==> src/rtl/ps2_pkg.sv <==
// Shared definitions for the PS/2 mouse receiver: packet field layout and frame FSM states.
package ps2_pkg;

    localparam int STATUS_LSB      = 0;
    localparam int X_LSB           = 8;
    localparam int Y_LSB           = 16;
    localparam int TOGGLE_BIT      = 24;
    localparam int PACKET_W        = TOGGLE_BIT + 1;
    localparam int STATUS_SYNC_BIT = 3;

    typedef enum logic [1:0] {
        IDLE,
        SHIFT,
        PARITY,
        STOP
    } frame_state_e;

endpackage

==> src/rtl/ps2_mouse_rx_if.sv <==
// Packet bus published by the PS/2 mouse receiver and read by the mouse emulation blocks.
interface ps2_mouse_rx_if;
    import ps2_pkg::*;

    logic [PACKET_W-1:0] ps2_mouse;
    logic                frame_err;

    modport master (output ps2_mouse, output frame_err);
    modport slave  (input  ps2_mouse, input  frame_err);

endinterface

==> src/rtl/ps2_byte_rx.sv <==
// PS/2 line synchronizer, falling-edge detector, 11-bit frame FSM and inactivity timeout.
module ps2_byte_rx
    import ps2_pkg::*;
#(
    parameter int TIMEOUT_CYC = 64000,
    parameter int SYNC_STAGES = 2
) (
    input  logic       clk_sys,
    input  logic       reset_n,
    input  logic       ps2_clk,
    input  logic       ps2_data,
    input  logic       busy,
    output logic       byte_valid,
    output logic [7:0] rx_byte,
    output logic       err,
    output logic       timeout
);

    localparam int CW = (TIMEOUT_CYC > 2) ? $clog2(TIMEOUT_CYC) : 1;
    localparam logic [CW-1:0] TMO_MAX = CW'(TIMEOUT_CYC - 1);

    logic [SYNC_STAGES-1:0] clk_sync;
    logic [SYNC_STAGES-1:0] data_sync;
    logic                   clk_prev;
    logic                   fall;
    logic                   fall_data;

    frame_state_e state_q, state_d;
    logic [2:0]   bit_cnt_q, bit_cnt_d;
    logic [7:0]   shreg_q, shreg_d;
    logic         par_q, par_d;
    logic         valid_d, err_d, timeout_d;
    logic [CW-1:0] tmo_cnt;
    logic         active;
    logic         timeout_hit;

    // Idle-high lines reset to 1 so a release of reset never looks like a falling edge.
    always_ff @(posedge clk_sys or negedge reset_n) begin
        if (!reset_n) begin
            clk_sync  <= '1;
            data_sync <= '1;
            clk_prev  <= 1'b1;
            fall      <= 1'b0;
            fall_data <= 1'b1;
        end else begin
            clk_sync  <= {clk_sync[SYNC_STAGES-2:0], ps2_clk};
            data_sync <= {data_sync[SYNC_STAGES-2:0], ps2_data};
            clk_prev  <= clk_sync[SYNC_STAGES-1];
            fall      <= clk_prev & ~clk_sync[SYNC_STAGES-1];
            fall_data <= data_sync[SYNC_STAGES-1];
        end
    end

    assign active      = (state_q != IDLE) || busy;
    assign timeout_hit = active && !fall && (tmo_cnt == TMO_MAX);

    // Counter restarts on the hit so a lingering busy flag cannot fire a second timeout.
    always_ff @(posedge clk_sys or negedge reset_n) begin
        if (!reset_n) begin
            tmo_cnt <= '0;
        end else if (fall || timeout_hit) begin
            tmo_cnt <= '0;
        end else if (active && tmo_cnt != TMO_MAX) begin
            tmo_cnt <= tmo_cnt + 1'b1;
        end
    end

    always_ff @(posedge clk_sys or negedge reset_n) begin
        if (!reset_n) begin
            state_q    <= IDLE;
            bit_cnt_q  <= '0;
            shreg_q    <= '0;
            par_q      <= 1'b0;
            byte_valid <= 1'b0;
            err        <= 1'b0;
            timeout    <= 1'b0;
        end else begin
            state_q    <= state_d;
            bit_cnt_q  <= bit_cnt_d;
            shreg_q    <= shreg_d;
            par_q      <= par_d;
            byte_valid <= valid_d;
            err        <= err_d;
            timeout    <= timeout_d;
        end
    end

    always_comb begin
        state_d   = state_q;
        bit_cnt_d = bit_cnt_q;
        shreg_d   = shreg_q;
        par_d     = par_q;
        valid_d   = 1'b0;
        err_d     = 1'b0;
        timeout_d = 1'b0;
        if (timeout_hit) begin
            state_d   = IDLE;
            bit_cnt_d = '0;
            timeout_d = 1'b1;
        end else if (fall) begin
            case (state_q)
                IDLE: begin
                    if (!fall_data) begin
                        state_d   = SHIFT;
                        bit_cnt_d = '0;
                    end
                end
                SHIFT: begin
                    shreg_d   = {fall_data, shreg_q[7:1]};
                    bit_cnt_d = bit_cnt_q + 3'd1;
                    if (bit_cnt_q == 3'd7) begin
                        state_d = PARITY;
                    end
                end
                PARITY: begin
                    par_d   = fall_data;
                    state_d = STOP;
                end
                STOP: begin
                    if (fall_data && ((^shreg_q) ^ par_q)) begin
                        valid_d = 1'b1;
                    end else begin
                        err_d = 1'b1;
                    end
                    state_d = IDLE;
                end
                default: state_d = IDLE;
            endcase
        end
    end

    assign rx_byte = shreg_q;

endmodule

==> src/rtl/ps2_mouse_rx.sv <==
// Host-side PS/2 mouse receiver: assembles 3-byte movement packets onto the ps2_mouse bus.
module ps2_mouse_rx
    import ps2_pkg::*;
#(
    parameter int TIMEOUT_CYC = 64000,
    parameter int SYNC_STAGES = 2
) (
    input  logic            clk_sys,
    input  logic            reset_n,
    input  logic            ps2_clk,
    input  logic            ps2_data,
    ps2_mouse_rx_if.master  mouse
);

    logic                byte_valid;
    logic [7:0]          rx_byte;
    logic                err;
    logic                timeout;
    logic [1:0]          pkt_idx;
    logic [7:0]          status_q;
    logic [7:0]          x_q;
    logic [PACKET_W-1:0] mouse_q;
    logic                frame_err_q;

    ps2_byte_rx #(
        .TIMEOUT_CYC (TIMEOUT_CYC),
        .SYNC_STAGES (SYNC_STAGES)
    ) u_byte_rx (
        .clk_sys    (clk_sys),
        .reset_n    (reset_n),
        .ps2_clk    (ps2_clk),
        .ps2_data   (ps2_data),
        .busy       (pkt_idx != 2'd0),
        .byte_valid (byte_valid),
        .rx_byte    (rx_byte),
        .err        (err),
        .timeout    (timeout)
    );

    // A status byte without its always-one bit is dropped so the stream realigns on packet boundaries.
    always_ff @(posedge clk_sys or negedge reset_n) begin
        if (!reset_n) begin
            pkt_idx     <= 2'd0;
            status_q    <= '0;
            x_q         <= '0;
            mouse_q     <= '0;
            frame_err_q <= 1'b0;
        end else begin
            frame_err_q <= err | timeout;
            if (err || timeout) begin
                pkt_idx <= 2'd0;
            end else if (byte_valid) begin
                case (pkt_idx)
                    2'd0: begin
                        if (rx_byte[STATUS_SYNC_BIT]) begin
                            status_q <= rx_byte;
                            pkt_idx  <= 2'd1;
                        end
                    end
                    2'd1: begin
                        x_q     <= rx_byte;
                        pkt_idx <= 2'd2;
                    end
                    default: begin
                        mouse_q[STATUS_LSB +: 8] <= status_q;
                        mouse_q[X_LSB +: 8]      <= x_q;
                        mouse_q[Y_LSB +: 8]      <= rx_byte;
                        mouse_q[TOGGLE_BIT]      <= ~mouse_q[TOGGLE_BIT];
                        pkt_idx                  <= 2'd0;
                    end
                endcase
            end
        end
    end

    assign mouse.ps2_mouse = mouse_q;
    assign mouse.frame_err = frame_err_q;

endmodule

==> src/flat_wrapper.sv <==
// flat-port wrapper written by rule: the top's interface ports become plain ports
module ps2_mouse_rx_flat import ps2_pkg::*;
#(
    parameter int TIMEOUT_CYC = 64000,
    parameter int SYNC_STAGES = 2
)
  (clk_sys, reset_n, ps2_clk, ps2_data, mouse_ps2_mouse, mouse_frame_err);
  ps2_mouse_rx_if mouse_i ();
  input  logic clk_sys;
  input  logic reset_n;
  input  logic ps2_clk;
  input  logic ps2_data;
  output wire logic [$bits(mouse_i.ps2_mouse)-1:0] mouse_ps2_mouse;
  output wire logic [$bits(mouse_i.frame_err)-1:0] mouse_frame_err;
  assign mouse_ps2_mouse = mouse_i.ps2_mouse;
  assign mouse_frame_err = mouse_i.frame_err;
  ps2_mouse_rx #(.TIMEOUT_CYC(TIMEOUT_CYC), .SYNC_STAGES(SYNC_STAGES)) u_core (.clk_sys(clk_sys), .reset_n(reset_n), .ps2_clk(ps2_clk), .ps2_data(ps2_data), .mouse(mouse_i));
endmodule
==> config.mk <==
export PLATFORM = sky130hd
export DESIGN_NAME = ps2_mouse_rx_flat
export DESIGN_NICKNAME = d
export VERILOG_FILES = /design/src/rtl/ps2_pkg.sv /design/src/rtl/ps2_mouse_rx_if.sv /design/src/rtl/ps2_byte_rx.sv /design/src/rtl/ps2_mouse_rx.sv /design/src/flat_wrapper.sv
export SDC_FILE = /design/constraint.sdc
export NUM_CORES = 1
export LEC_CHECK = 0
export CAP_MARGIN = 15
export CORE_UTILIZATION = 40
export DETAILED_ROUTE_END_ITERATION = 7
export GPL_ROUTABILITY_DRIVEN = 0
export PLACE_DENSITY = 0.58
export SLEW_MARGIN = 20
export SYNTH_ARGS = -nofsm -noshare
export SYNTH_HDL_FRONTEND = slang
export SYNTH_HIERARCHICAL = 1
export SYNTH_SLANG_ARGS = --single-unit
==> constraint.sdc <==
create_clock -name clk_sys -period 2.6 [get_ports clk_sys]
set_input_delay 0.52 -clock clk_sys [delete_from_list [all_inputs] [get_ports clk_sys]]
set_output_delay 0.52 -clock clk_sys [all_outputs]
set_load 0.01 [all_outputs]
### Word-level counts from Yosys, hierarchy flattened

Cells that the tools add are included.

| storage, ports and cells | value |
|---|---|
| bits in registers | 84 |
| output and inout bits | 26 |
| logic and storage cells | 88 |

| operators by class | value |
|---|---|
| $add $sub $neg | 2 |
| eq/ne operators | 10 |
| mux-type cells | 24 |
| bitwise gates (word level) | 8 |
| reduce and logical (&&, ||, !) cells | 26 |

Operators by type and width:

| kind | number |
|---|---|
| $mux W16 | 2 |
| $reduce_and A3 Y1 | 6 |
| $add A16 B1 Y16 const B | 1 |
| $eq A16 B16 Y1 const B | 1 |
| $ne A16 B16 Y1 const B | 1 |
| $mux W2 | 7 |
| $reduce_bool A2 Y1 | 5 |
| $mux W1 | 9 |
| $mux W3 | 3 |
| $pmux W2 S4 | 1 |
| $reduce_xor A8 Y1 | 1 |
| $ne A3 B3 Y1 const B | 2 |
| $pmux W3 S2 | 1 |
| $not A1 Y1 | 5 |
| $eq A2 B1 Y1 const B | 2 |
| $eq A2 B2 Y1 const B | 2 |
| $logic_and A1 B1 Y1 | 4 |
| $logic_not A2 Y1 | 2 |
| $pmux W2 S2 | 1 |
| $reduce_and A4 Y1 | 1 |
| $add A3 B1 Y3 const B | 1 |
| $eq A3 B3 Y1 const B | 1 |
| $logic_or A1 B1 Y1 | 3 |
| $ne A3 B2 Y1 const B | 1 |
| 7 further kinds | 7 |

### Longest topological paths before layout

| depth | value |
|---|---|
| word-level depth | 7 |
| mapped depth | 7 |

### Cells and area by module

Netlist, hierarchy kept.

By module, submodules not included:

| module | instances | cells an instance | area each (sq um) |
|---|---|---|---|
| ps2_byte_rx | 1 | 165 | 1938.1 |
| ps2_mouse_rx | 1 | 101 | 1776.7 |

### Least setup slack after synthesis

Ideal clock, no wire load.

| path | value |
|---|---|
| kind | flip-flop to flip-flop |
| from | reg u_core.u_byte_rx.state_q[0] |
| to | reg u_core.u_byte_rx.tmo_cnt[13] |
| setup time | 0.077 ns |
| arrival | 1.800 ns |
| required time | 2.523 ns |
| path slack | 0.723 ns |
| stages on the path, launching flop included | 8 |
| period minus slack after synthesis | 1.877 ns |
| cells stage by stage | dfrtp_1 -> inv_1 -> ha_1 -> nor3b_2 -> or2_1 -> buf_2 -> or4_1 -> a21oi_1 |

| on the way | value |
|---|---|
| longest elaborated chain between the ends | 6 |

RTL lines:

| element | line | RTL |
|---|---|---|
| start, declared | ps2_byte_rx.sv:28 | `frame_state_e state_q, state_d;` |
| start signal, assigned | ps2_byte_rx.sv:78 | `state_q <= state_d;` |
| $reduce_bool A2 Y1 (*) | ps2_byte_rx.sv:54 | `assign active = (state_q != IDLE) \|\| busy;` |
| $logic_or A1 B1 Y1 (*) | ps2_byte_rx.sv:54 |  |
| $logic_and A1 B1 Y1 (2 in a row) | ps2_byte_rx.sv:55 | `assign timeout_hit = active && !fall && (tmo_cnt == TMO_MAX);` |
| $logic_or A1 B1 Y1 | ps2_byte_rx.sv:61 | `end else if (fall \|\| timeout_hit) begin` |
| $mux W16 or $reduce_bool A2 Y1 (tied branches) | n/a |  |
| end signal, assigned | ps2_byte_rx.sv:64 | `tmo_cnt <= tmo_cnt + 1'b1;` |
| end, declared | ps2_byte_rx.sv:33 | `logic [CW-1:0] tmo_cnt;` |

Mark *: on every way between the ends. The rest lies on a longest branch, timed or not.
A chain may end at the register's enable or synchronous reset.

### Final worst setup path

| path | value |
|---|---|
| from | reg u_core.u_byte_rx.state_q[1] |
| to | reg u_core.u_byte_rx.tmo_cnt[5] |

The elaborated chain is that of the path after synthesis.

==> summary.md <==
| Metric | Value |
|---|---|
| Maximum fanout along the worst path | 16 |
| Setup TNS | 0 ns |
| Pleak | 1.95 nW |
| Avg Cell Area, Syn | approximately 14 um2 |
| Sw Pwr | roughly 1.0 mW |
| Simple-gate share of the synthesized area | 0.108 |
| Synth top area share | 0.525 |
| First drt pass iteration count | 8 |
| Synthesized flop and latch total | 84 |
| Placed cells | just under 400 |
| Hold Vio Cnt, Final | 0 |
| Status | finished, violations left |
| Crit path capture type | register |
| Die area | 9680 um2 |
| Inserted Diodes | 0 |
| Failing checks | design-rule violations |
| Initial antenna violation count | 0 |
| Clock root buffer master | clkbuf_8 |
| Total wire length | around 6.0 mm |
| Area of the core | between 8000 and 9000 um2 |
| Setup bufs post-CTS | 0 |
| Tmin final | 2.06 ns |
| Slew of the pin with the lowest slew margin | around 0.52 ns |
| DRC Markers | 4 |
| Post-Syn Area | about 3700 um2 |
| Yosys top cell by area | dfrtp_1 |
| CP Cell Sequence | inv_1, ha_1, nand2b_1, or4b_4, o21bai_4, nor2_1 |
| IO Pins | 30 |
| Clk sinks | 84 |
| Synth Flop Type | dfrtp_1 |
| Total power | about 3.3 mW |
| Global route overflow | 0 |
| Final setup viols | 0 |
| Number of hold buffers added after CTS | 0 |
| Top cells by area, synth | dfrtp_1, mux2_2, mux2_4 |
| First-pass GRT wire length | ~10 mm |
| Layout area overhead | 14.9% |
| Internal power | 2.31 mW |
| Async SR Flop Fraction | 1.00 |
| Post-DRT Antenna Nets | 0 |
| Vias | between 2000 and 2500 |
| Vias/cell | 5.06 |
| Initial Utilization | 0.420 |
| DR WL/cell | ~15 um |
| Hold crit path type | input pin to async pin |
| Worst-path clk slew | 0.09 ns |
| Clock Path Buffers | 2 |
| Post-CTS sizing | 0 |
| Share of cells above drive strength 1 | 0.273 |
| Sequential share of power | 0.505 |
| Power per cell area | between 700 and 800 nW/um2 |
| H-tree depth | 3 |
| Max-slew violation count | 0 |
| Clock power frac | 0.287 |
| All-layer global routing usage | 0.138 |
| Switching Fraction | 0.304 |
| Initial DRC count | just under 90 |
| Mux share of post-synthesis cell area | 0.170 |
| Crit path DAT | between 2 and 2.5 ns |
| Syn Nets | between 200 and 300 |
| Non-filler cells, final | ~410 |
| Nets | between 300 and 400 |
| Max cap viols | 0 |
| Headroom to the max-slew limit | 0.651 |
| Post-DP HPWL | 3.93 mm |
| Die height | 98.4 um |
| CTS Buf Count | 9 |
| Fin crit share | 0.792 |
| Worst EP required | 2.83 ns |
| Row Count | 34 |
| Clock skew | ~0.011 ns |
| IO buf count | 29 |
| Vias in the first global route | roughly 2100 |
| CP max-delay cell | or4b_4 |
| Compound-gate portion of the synthesized area | 0.0468 |
| Skew-Pair Late Insertion Delay | between 0.3 and 0.4 ns |
| Yosys warning total | 6 |
| CTS tree | yes |
| Synth unique cells | 48 |
| Xor-xnor portion of the synthesized cell area | 0.0428 |
| Combinational family with the most area after synthesis | multiplexers |
| Setup CP Type | register to register |
| Post-synthesis instance total | between 200 and 300 |
| Largest net degree at the start of global routing | 47 |
| Die X | ~98 um |
| CP peak stage delay | ~0.51 ns |
| Synth Area in Adders | 0.0269 |
| Post-synthesis sequential area ratio | 0.568 |
| Top Family by Delay on Critical Path | simple AND/OR/NAND/NOR gates |
| Fillers | 776 |
| CP bufs+invs | 1 |
| Crit start category | register |
| Highest ir drop seen on vdd | roughly 320 uV |
| Post-synth EDFFs | 0 |
| Fmax | 486 MHz |
| Comb power frac | 0.208 |
| Unrepaired setup endpoints after global routing | no |
[cell usage in the layout, fill, tap and decap left out, types with 3 or more instances in the layout]
master           instances
dfrtp_1                 78
clkdlybuf4s50_1         28
mux2_2                  29
mux2_4                  19
or4_1                    4
nand2b_1                 3
o31ai_1                  6
nand2_1                  9
xnor2_1                  9
dfstp_2                  6
o21ai_0                  4
nand3_1                  3
ha_1                     8
a21oi_1                  8
inv_6                    3
or2_1                    4
inv_1                   12
nor3_1                   4
nor2_1                  14
xor2_1                   4
clkbuf_8                 9
[metal layers]
| metal | share of wire | global-route usage | vias to the layer above |
|---|---|---|---|
| met1 | 0.49 | 0.187 | 1023 |
| met3 | 0.035 | 0.0279 | 10 |
| met2 | 0.45 | 0.209 | 43 |
| met4 | 0.022 | 0.0769 | 0 |
| met5 | 0 | 0 | - |
| li1 | - | - | 1008 |
[power groups by stage]
stage | combinational [mW] | clock, mW | sequential [mW]
6_report | 0.690 | 0.954 | 1.68
3_3_place_gp | 0.674 | 0 | 1.71
4_1_cts | 0.702 | 0.995 | 1.69
3_5_place_dp | 0.698 | 0 | 1.71
5_1_grt | 0.781 | 1.04 | 1.71
2_1_floorplan | 0.572 | 0 | 1.64
[kinds of logic after synthesis]
group / count (synthesis)
flops: 84
simple gates: 64
mux: 50
compound gates: 25
buf+inv: 20
xor+xnor: 15
fa+ha+maj: 8
[worst paths after layout]
kind	start	end	slack, ns	cells after the start
setup reg to reg	u_core/u_byte_rx/state_q[1]	u_core/u_byte_rx/tmo_cnt[5]	0.54	6
hold reg to reg	u_core/u_byte_rx/data_sync[1]	u_core/u_byte_rx/fall_data	0.36	0
setup / recovery	u_core/u_byte_rx/state_q[1]	u_core/u_byte_rx/tmo_cnt[5]	0.54	6
hold / removal	reset_n	u_core/mouse.ps2_mouse[3]	0.12	1
max in group asynchronous	reset_n	u_core/u_byte_rx/fall_data	1.79	2
min in group clk_sys	u_core/u_byte_rx/data_sync[1]	u_core/u_byte_rx/fall_data	0.36	0
[registers in the layout, summed over array words and instances (netlist names), 2 cells and up]
name                        flops
u_core/u_byte_rx/tmo_cnt       16
u_core/u_byte_rx/rx_byte        8
u_core/u_byte_rx/data_sync      2
u_core/pkt_idx                  2
u_core/u_byte_rx/state_q        2
u_core/mouse.ps2_mouse         25
u_core/u_byte_rx/clk_sync       2
u_core/u_byte_rx/bit_cnt_q      3
u_core/status_q                 8
u_core/x_q                      8
[final cells by class]
class / count / area, um2 / share of cell area
clock buffer: 9 / 124 / 0.0290
clock inverter: 7 / 80.1 / 0.0188
inverter: 12 / 45.0 / 0.0106
multi-input combinational: 162 / 1470 / 0.343
sequential: 84 / 2110 / 0.494
tap: 108 / 135 / 0.0317
timing repair buffer: 30 / 308 / 0.0721
[per-stage QoR]
stage / util / setup WS (ns) / area [um2] / hold WS, ns
after detailed placement: 0.459 / 0.543 / 4060 / 0.347
final: 0.482 / 0.540 / 4270 / 0.119
after floorplan: - / 0.723 / 3710 / 0.224
after global routing: 0.482 / 0.412 / 4270 / 0.148
after CTS: 0.482 / 0.536 / 4270 / 0.139
after global placement: 0.459 / 0.641 / 4060 / 0.345
[Yosys cell counts, types with 3 or more instances]
cell / number
or2_1: 4
nand2_1: 9
o31ai_1: 6
mux2_4: 19
buf_12: 3
nand2b_1: 3
inv_1: 12
mux2_2: 29
or4_1: 4
xnor2_1: 9
o21ai_0: 4
nor2_1: 14
dfstp_2: 6
nand3_1: 3
ha_1: 8
nor3_1: 4
dfrtp_1: 78
a21oi_1: 8
xor2_1: 4
(Power assumes the default switching activity.)
